===== config.mk =====
export PLATFORM = sky130hd
export DESIGN_NAME = l2_cacheline_adapter
export DESIGN_NICKNAME = d
export VERILOG_FILES = /design/src/rtl/l2_cacheline_adapter.sv
export SDC_FILE = /design/constraint.sdc
export NUM_CORES = 1
export LEC_CHECK = 0
export CAP_MARGIN = 30
export CORE_AREA = 2 2 279 281
export DETAILED_ROUTE_END_ITERATION = 6
export DIE_AREA = 0 0 281 283
export PLACE_DENSITY_LB_ADDON = 0.15
export SYNTH_ARGS = -nofsm -noshare
export SYNTH_HDL_FRONTEND = slang
export SYNTH_SLANG_ARGS = --single-unit

===== constraint.sdc =====
create_clock -name clk -period 18.3 [get_ports clk]
set_clock_uncertainty 0.2 [all_clocks]
set_input_delay 2.745 -clock clk [delete_from_list [all_inputs] [get_ports clk]]
set_output_delay 2.745 -clock clk [all_outputs]
set_load 0.01 [all_outputs]

===== src/rtl/l2_cacheline_adapter.sv =====
// l2_cacheline_adapter
// Bridges the L2 cache physical-memory port (one 256-bit line per request)
// to a burst-mode memory that moves one 64-bit beat per strobed cycle.
//   clk, rst                 : clock and asynchronous active-high reset
//   line_i / line_o          : line written by L2 / line assembled for L2
//   address_i, read_i,
//   write_i, resp_o          : L2-side request (level) and one-cycle completion
//   burst_i / burst_o        : beat read from memory / beat written to memory
//   address_o, read_o,
//   write_o, resp_i          : memory-side burst base address, requests, beat strobe
module l2_cacheline_adapter #(
  parameter int s_offset  = 5,
  parameter int s_line    = 8 * (2 ** s_offset),
  parameter int s_burst   = 64,
  parameter int num_beats = s_line / s_burst
) (
  input  logic                clk,
  input  logic                rst,
  input  logic [s_line-1:0]   line_i,
  output logic [s_line-1:0]   line_o,
  input  logic [31:0]         address_i,
  input  logic                read_i,
  input  logic                write_i,
  output logic                resp_o,
  input  logic [s_burst-1:0]  burst_i,
  output logic [s_burst-1:0]  burst_o,
  output logic [31:0]         address_o,
  output logic                read_o,
  output logic                write_o,
  input  logic                resp_i
);

  localparam int cnt_w = $clog2(num_beats);

  typedef enum logic [1:0] {
    IDLE  = 2'd0,
    READ  = 2'd1,
    WRITE = 2'd2,
    DONE  = 2'd3
  } state_t;

  state_t             state;
  state_t             state_next;
  logic [cnt_w-1:0]   count;
  logic [s_line-1:0]  wbuf;
  logic               last_beat;
  logic               accept_read;
  logic               accept_write;
  logic [31:0]        aligned_addr;

  // Line-aligned request address: byte-offset bits are forced to zero.
  assign aligned_addr = {address_i[31:s_offset], {s_offset{1'b0}}};
  assign last_beat    = (count == cnt_w'(num_beats - 1));

  // Next-state logic; a simultaneous read and write request is served as a read.
  always_comb begin
    state_next   = state;
    accept_read  = 1'b0;
    accept_write = 1'b0;
    case (state)
      IDLE: begin
        if (read_i) begin
          accept_read = 1'b1;
          state_next  = READ;
        end else if (write_i) begin
          accept_write = 1'b1;
          state_next   = WRITE;
        end else begin
          state_next = IDLE;
        end
      end
      READ: begin
        if (resp_i && last_beat) begin
          state_next = DONE;
        end else begin
          state_next = READ;
        end
      end
      WRITE: begin
        if (resp_i && last_beat) begin
          state_next = DONE;
        end else begin
          state_next = WRITE;
        end
      end
      DONE:    state_next = IDLE;
      default: state_next = IDLE;
    endcase
  end

  // Outgoing write beat follows the counter so beat 0 is visible on the first WRITE cycle.
  always_comb begin
    burst_o = {s_burst{1'b0}};
    if (state == WRITE) begin
      burst_o = wbuf[s_burst*count +: s_burst];
    end else begin
      burst_o = {s_burst{1'b0}};
    end
  end

  // State, beat counter, latched address/line and registered handshake outputs.
  always_ff @(posedge clk or posedge rst) begin
    if (rst) begin
      state     <= IDLE;
      count     <= {cnt_w{1'b0}};
      wbuf      <= {s_line{1'b0}};
      line_o    <= {s_line{1'b0}};
      address_o <= 32'h0000_0000;
      read_o    <= 1'b0;
      write_o   <= 1'b0;
      resp_o    <= 1'b0;
    end else begin
      state <= state_next;
      // Handshake flags are registered copies of the state being entered.
      read_o  <= (state_next == READ);
      write_o <= (state_next == WRITE);
      resp_o  <= (state_next == DONE);

      if (accept_read || accept_write) begin
        address_o <= aligned_addr;
        count     <= {cnt_w{1'b0}};
      end else if (((state == READ) || (state == WRITE)) && resp_i) begin
        // Counter wraps back to zero after the last beat.
        count <= count + cnt_w'(1);
      end

      if (accept_write) begin
        wbuf <= line_i;
      end

      if ((state == READ) && resp_i) begin
        line_o[s_burst*count +: s_burst] <= burst_i;
      end
    end
  end

endmodule


* Word level (Yosys, flattened, before mapping)
Index checks and enable logic that the tools add are counted.
W data, S select, Z words.
** Word-level totals
- Register bits after elaboration :: 546
- Input bits :: 357
- Output and inout bits :: 355
- Logic and storage cells :: 41
** Operators by class
- Add/subtract/negate cells :: 2
- Eq/ne operators :: 7
- Shifts and indexed selects :: 3
- Mux-type cells :: 14
- Reductions and logical operators :: 7
** Operator list (count)
- $bwmux W256 :: 1
- $shift A64 B34 Y256 const A :: 1
- $shiftx A256 B9 Y64 :: 1
- $shiftx A64 B34 Y256 :: 1
- $mux W64 :: 1
- $neg A8 Y34 :: 1
- $eq A2 B2 Y1 const B :: 5
- $mux W2 :: 5
- $pmux W2 S4 :: 1
- $mux W1 :: 6
- $eq A2 B1 Y1 const B :: 2
- $logic_and A1 B1 Y1 :: 3
- $add A2 B1 Y2 const B :: 1
- $logic_not A2 Y1 :: 1
- $logic_or A1 B1 Y1 :: 2
- $reduce_bool A2 Y1 :: 1

* Depth between registers and ports, before layout
Gate-level depths: netlist (run 1).
- Depth after elaboration :: 5
- Gate-level depth with buffers :: 10
- Depth with buffers taken out :: 4

* Least setup slack after synthesis (run 1)
No wires, ideal clock.
- Kind :: reg2out
- From :: register state[0]
- To :: output burst_o[10]
- Arrival :: 1.457 ns
- Data required time :: 15.355 ns
- Slack :: 13.898 ns
- Stages on the path, launching flop included :: 7
- Buffers on the path :: 2
- Cells stage by stage :: dfrtp_1 -> inv_1 -> ha_1 -> clkbuf_1 -> nand2_1 -> clkbuf_1 -> o22ai_1
** On the way
- Cells in the longest elaborated chain, start to end :: 2
** Ends and longest elaborated chain
- start, declared :: RTL line 42 : state_t state;
- start signal, assigned :: RTL line 113 : state <= state_next;
- $eq A2 B2 Y1 :: RTL line 94 : if (state == WRITE) begin
- $mux W64 :: RTL line 94
- end, declared :: RTL line 26 : output logic [s_burst-1:0] burst_o,
Every way passes these cells.

* Worst setup path after layout (run 1)
- From :: register count[1]
- To :: output burst_o[1]
** On the way
- Cells in the longest elaborated chain, start to end :: 2
** Ends and longest elaborated chain
- start, declared :: RTL line 44 : logic [cnt_w-1:0] count;
- start signal, assigned :: RTL line 105 : count <= {cnt_w{1'b0}};
- start signal, assigned :: RTL line 121 : count <= {cnt_w{1'b0}};
- start signal, assigned :: RTL line 124 : count <= count + cnt_w'(1);
- $shiftx A256 B9 Y64 :: RTL line 95 : burst_o = wbuf[s_burst*count +: s_burst];
- $mux W64 :: RTL line 94
Every way passes these cells.

==> impl_metrics.env, run 1 <==
export IMPL_r2r_start="count[1]"
export IMPL_yosys_area_top_type="dfrtp_1"
export IMPL_startpoint_type="flop"
export IMPL_crit_type="flop to primary output"
export IMPL_cts_hold_buffers_added=0
export IMPL_cap_violations=0
export IMPL_multiInputGateArea_um2=9500
export IMPL_core_um2=76700
export IMPL_syn_cell_area_um2=24400
export IMPL_ir_drop_mv=0.0863
export IMPL_cts_buffers=67
export IMPL_num_rows=102
export IMPL_grt_pass1_vias=19400
export IMPL_path_clk_slew_ps=50
export IMPL_synth_top_area_frac=0.561
export IMPL_post_route_drc_count=0
export IMPL_place_congestion=0.841
export IMPL_r2r_end="line_o[210]"
export IMPL_worstSetupEndpointType="primary output"
export IMPL_hpwlAfterDp_um=61700
export IMPL_crit_fanout=42
export IMPL_wl_met3_um=8100
export IMPL_route_met2_wl_um=44900
export IMPL_layout_drive_gt1_share=0.206
export IMPL_initial_core_util=0.318
export IMPL_hold_violations=0
export IMPL_finalInstanceArea_um2=34600
export IMPL_reg2reg_slack_ps=14770
export IMPL_place_area_um2=32100
export IMPL_io_buffers=701
export IMPL_syn_inst=1851
export IMPL_ys_types=35
export IMPL_m1WireLength_um=35700
export IMPL_reg2reg_depth=5
export IMPL_postCtsSetupBuffers=0
export IMPL_ys_seq_area_frac=0.561
export IMPL_fin_tns_setup_ps=0
export IMPL_arrival_ps=4090
export IMPL_crit_start="count[1]"
export IMPL_min_path_cells=1
export IMPL_power_leakage_nw=13.4
export IMPL_min_to="line_o[70]"
export IMPL_ctsHtreeMaxLevel=3
export IMPL_die_h_um=283
export IMPL_num_fill_cells=6969
export IMPL_seqCellArea_um2=13700
export IMPL_worstPathRequired_ps=15350
export IMPL_dieWidth_um=281
export IMPL_vias=18700
export IMPL_setup_violations=0
export IMPL_maxSlewHeadroom=0.288
export IMPL_clock_sinks=546
export IMPL_synth_edf_count=0
export IMPL_drt_wl_total_um=90700
export IMPL_first_pass_iters=5
export IMPL_area_growth_pct=41.9
export IMPL_synthArstFlopShare=1.00
export IMPL_status="complete, no violations"
export IMPL_vias_per_cell=5.25
export IMPL_drt_iter0_markers=1118
export IMPL_grt_usage=0.223
export IMPL_worstHoldPathType="flop to flop"
export IMPL_slew_violations=0
export IMPL_rsz0062_at_grt="false"
export IMPL_post_route_util=0.451
export IMPL_grt_pass1_wl_um=134000
export IMPL_grt_max_degree=180
export IMPL_syn_avg_cell_area_um2=13.2
export IMPL_die_area_um2=79500
export IMPL_synth_warnings=0
export IMPL_synth_top_cells_by_area="dfrtp_1, mux2_2, nand4_1"
export IMPL_maxUsedRoutingLayer="met5"
export IMPL_clock_path_buffers=3
export IMPL_p_per_area_nw_per_um2=139
export IMPL_post_cts_resized=0
export IMPL_tritoncts="done"
export IMPL_synth_flop_cell="dfrtp_1"
export IMPL_cts_root_buf="clkbuf_16"
export IMPL_antenna_found_initial=30
export IMPL_max_freq_ghz=0.142
export IMPL_worstSkewPairLatency_ps=580
export IMPL_ys_ff_latch=546
export IMPL_worst_pin_slew_ps=1070
export IMPL_grt_overflow_total=0
export IMPL_nNetsFinal=2822
export IMPL_post_route_period_util=0.384
export IMPL_period_needed_ps=7030
export IMPL_hp_start="line_o[70]"
export IMPL_io_pins=712
export IMPL_wl_per_cell_um=25.5
export IMPL_route_antenna_remaining_nets=0
-- flip-flops by register name (all words and copies together) (netlist names) --
name	cells
resp_o	1
read_o	1
wbuf	256
state	2
count	2
write_o	1
line_o	256
address_o	27
-- critical path, stage by stage (launching register included) --
cell	delay (ps)
dfrtp_4	890
buf_4	720
buf_4	510
buf_16	310
mux2i_1	110
o22ai_1	310
clkdlybuf4s50_1	620
-- per-layer routing --
metal	up-vias	track usage
li1	8235	-
met1	9603	0.269
met2	643	0.377
met3	149	0.0794
met4	40	0.0570
met5	-	0
-- report_power, final --
group	switching [mW]	internal [mW]
clock network	0.537	0.826
registers	0.218	1.59
logic	0.813	0.820
-- how the worst max path moves through the flow --
stage                               end  cells after the start
after floorplan           address_o[10]                      1
after global placement       line_o[51]                      5
after detailed placement     line_o[52]                      5
after CTS                   burst_o[37]                      6
after global routing        burst_o[37]                      6
final                        burst_o[1]                      6
-- cell usage after synthesis (all sizes together), types with 5 or more instances --
cell / n
dfrtp: 546
o22ai: 129
nand4: 232
mux2i: 128
and4b: 12
nor4bb: 12
inv: 70
buf: 117
o2bb2ai: 168
mux2: 307
ha: 10
nand3: 5
clkbuf: 88
-- cells in the final DEF, fill, tap and decap left out, types with 4 or more instances in the layout --
master,count
clkdlybuf4s50_1,700
dfrtp_1,544
mux2_2,307
nand4_1,232
o22ai_1,129
mux2i_1,128
o2bb2ai_1,118
clkbuf_16,70
inv_1,69
o2bb2ai_2,48
buf_4,19
clkbuf_1,15
clkbuf_8,13
and4b_1,12
nor4bb_1,12
clkinv_2,10
buf_16,10
diode_2,9
ha_1,5
conb_1,5
bufinv_16,5
buf_12,5
o21ai_0,4
-- cell families after synthesis --
logic type | after synthesis | share of synthesized area
simple gates | 273 | 0.0747
flops | 546 | 0.561
mux | 435 | 0.195
fa+ha+maj | 10 | 0.00514
buf+inv | 275 | 0.0532
compound gates | 311 | 0.111
other cells | 1 | 0.000154
-- layout make-up --
type	count	share of cell area
antenna	9	0.000652
clock buffer	98	0.0575
clock inverter	20	0.00757
inverter	70	0.00782
multi-input combinational	1034	0.275
sequential	546	0.395
tap	1040	0.0377
timing repair buffer	736	0.218
-- per-stage QoR --
step	worst slack [ps]	cells	hold slack (ps)	power, mW
4_1_cts	11110	3538	288	4.84
3_3_place_gp	11480	3412	271	3.37
2_1_floorplan	91.2	1855	279	2.79
6_report	11270	3553	285	4.80
5_1_grt	11020	3552	296	5.06
3_5_place_dp	11390	3420	273	3.45
(Power assumes the default switching activity.)
==> inputs of run 2 (changes only) <==
--- a/config.mk
+++ b/config.mk
@@ -6,9 +6,9 @@
 export NUM_CORES = 1
 export LEC_CHECK = 0
 export CAP_MARGIN = 30
-export CORE_AREA = 2 2 279 281
+export CORE_AREA = 2 2 281 283
 export DETAILED_ROUTE_END_ITERATION = 6
-export DIE_AREA = 0 0 281 283
+export DIE_AREA = 0 0 283 285
 export PLACE_DENSITY_LB_ADDON = 0.15
 export SYNTH_ARGS = -nofsm -noshare
 export SYNTH_HDL_FRONTEND = slang
==> constraint.sdc (replaced) <==
create_clock -name clk -period 7.11 [get_ports clk]
set_clock_uncertainty 0.2 [all_clocks]
set_input_delay 1.0665 -clock clk [delete_from_list [all_inputs] [get_ports clk]]
set_output_delay 1.0665 -clock clk [all_outputs]
set_load 0.01 [all_outputs]
==> run 2 against run 1 <==
Design area decreased by 0.51%. Cell count increased by 0.17%. First-iteration DRC count increased by 1.5%. Core utilization decreased by 0.96 points. Worst setup slack got worse by 9000 ps. Die area increased by 1.4%. Via count decreased by 0.25%. Worst hold slack got worse by 1.6 ps.
==> impl_metrics.env, run 2 (synthesized netlist as in run 1, its figures left out) <==
export IMPL_dieWidth_um=283
export IMPL_drt_iter0_markers=1135
export IMPL_route_antenna_remaining_nets=0
export IMPL_cp_cell_sequence="inv_1, ha_1, nand2b_2, buf_4, o22ai_1, clkdlybuf4s50_1"
export IMPL_grt_pass1_vias=19300
export IMPL_io_pins=712
export IMPL_worstSetupEndpointType="primary output"
export IMPL_io_buffers=701
export IMPL_startpoint_type="flop"
export IMPL_m1WireLength_um=35100
export IMPL_p_per_area_nw_per_um2=355
export IMPL_post_place_ws_ps=2780
export IMPL_ctsHtreeMaxLevel=3
export IMPL_crit_fanout=33
export IMPL_mostFrequentLayoutCells="clkdlybuf4s50_1, dfrtp_1, mux2_2, nand4_1, o22ai_1"
export IMPL_ir_drop_mv=0.229
export IMPL_drt_wl_total_um=88900
export IMPL_final_common_cell="clkdlybuf4s50_1"
export IMPL_worstSkewPairLatency_ps=580
export IMPL_clock_sinks=546
export IMPL_num_rows=103
export IMPL_arrival_ps=3590
export IMPL_status="complete, no violations"
export IMPL_hold_violations=0
export IMPL_cts_root_buf="clkbuf_16"
export IMPL_die_h_um=285
export IMPL_reg2reg_depth=6
export IMPL_postCtsSetupBuffers=0
export IMPL_power_leakage_nw=13.3
export IMPL_clock_path_buffers=3
export IMPL_crit_family="buffers and inverters"
export IMPL_maxSlewHeadroom=0.160
export IMPL_wl_per_cell_um=25.0
export IMPL_post_cts_resized=0
export IMPL_num_fill_cells=7121
export IMPL_maxUsedRoutingLayer="met5"
export IMPL_top_regs="line_o: 256 flops, wbuf: 256 flops, address_o: 27 flops"
export IMPL_post_route_period_util=0.682
export IMPL_initial_core_util=0.312
export IMPL_core_um2=78000
export IMPL_cp_slowest_stage_delay_ps=720
export IMPL_antenna_found_initial=22
export IMPL_cap_violations=0
export IMPL_wl_met3_um=7090
export IMPL_slowest_stage="clkdlybuf4s50_1"
export IMPL_nNetsFinal=2818
export IMPL_area_growth_pct=41.2
export IMPL_grt_pass1_wl_um=132000
export IMPL_die_area_um2=80700
export IMPL_cp_num_buf_inv=3
export IMPL_first_pass_iters=5
export IMPL_vias_per_cell=5.23
export IMPL_max_freq_ghz=0.206
export IMPL_hpwlAfterDp_um=60300
export IMPL_tritoncts="done"
export IMPL_cts_hold_buffers_added=0
export IMPL_setup_slack_ps=2260
export IMPL_worstPathRequired_ps=5840
export IMPL_vias=18600
export IMPL_worst_pin_slew_ps=1260
export IMPL_period_needed_ps=4850
export IMPL_grt_overflow_total=0
export IMPL_slew_violations=0
export IMPL_grt_max_degree=171
export IMPL_cts_buffers=66
export IMPL_worstHoldPathType="flop to flop"
export IMPL_cp_depth=6
export IMPL_place_congestion=0.807
export IMPL_crit_type="flop to primary output"
export IMPL_post_route_drc_count=0
export IMPL_route_met2_wl_um=44100
export IMPL_rsz0062_at_grt="false"
export IMPL_min_path_cells=1
export IMPL_setup_violations=0
export IMPL_p_total_mw=12.2
export IMPL_path_clk_slew_ps=50
export IMPL_grt_usage=0.214
export IMPL_layout_drive_gt1_share=0.204
==> run 2: path summary, 6_finish.rpt <==
path | startpoint | to | slack (ps)
setup / recovery | state[0] | burst_o[16] | 2260
hold / removal | line_o[71] | line_o[71] | 280
setup reg to reg | count[1] | line_o[54] | 3240
hold reg to reg | line_o[71] | line_o[71] | 280
max in group asynchronous | rst | wbuf[82] | 4450
min in group asynchronous | rst | wbuf[50] | 690
==> run 2: area by class of cell <==
class,instances,area (µm²),area share
inverter,70,267,0.00775
clock buffer,98,1940,0.0566
tap,1050,1310,0.0382
antenna,8,20.0,0.000582
multi-input combinational,1034,9510,0.277
sequential,546,13700,0.398
clock inverter,20,244,0.00710
timing repair buffer,733,7420,0.216
==> run 2: through the flow <==
stage           util  setup TNS, ps  instances  area (µm²)  hold WS [ps]
6_report       0.441              0       3559       34400           283
5_1_grt        0.441              0       3555       34400           299
2_1_floorplan      -        -865080       1855       24400           279
3_5_place_dp   0.412              0       3431       32100           273
3_3_place_gp   0.411              0       3427       32000           270
4_1_cts        0.440              0       3549       34300           288
==> run 2: where the power goes <==
group | internal [mW] | switching (mW) | total [mW] | leakage (nW)
logic | 2.09 | 2.07 | 4.16 | 5.32
clock network | 2.05 | 1.36 | 3.41 | 1.08
registers | 4.09 | 0.542 | 4.63 | 6.95
total | 8.23 | 3.98 | 12.2 | 13.3
==> run 2: layer usage <==
| metal | vias up | track usage |
|---|---|---|
| li1 | 8230 | - |
| met1 | 9495 | 0.264 |
| met2 | 707 | 0.360 |
| met3 | 160 | 0.0667 |
| met4 | 32 | 0.0621 |
| met5 | - | 0 |
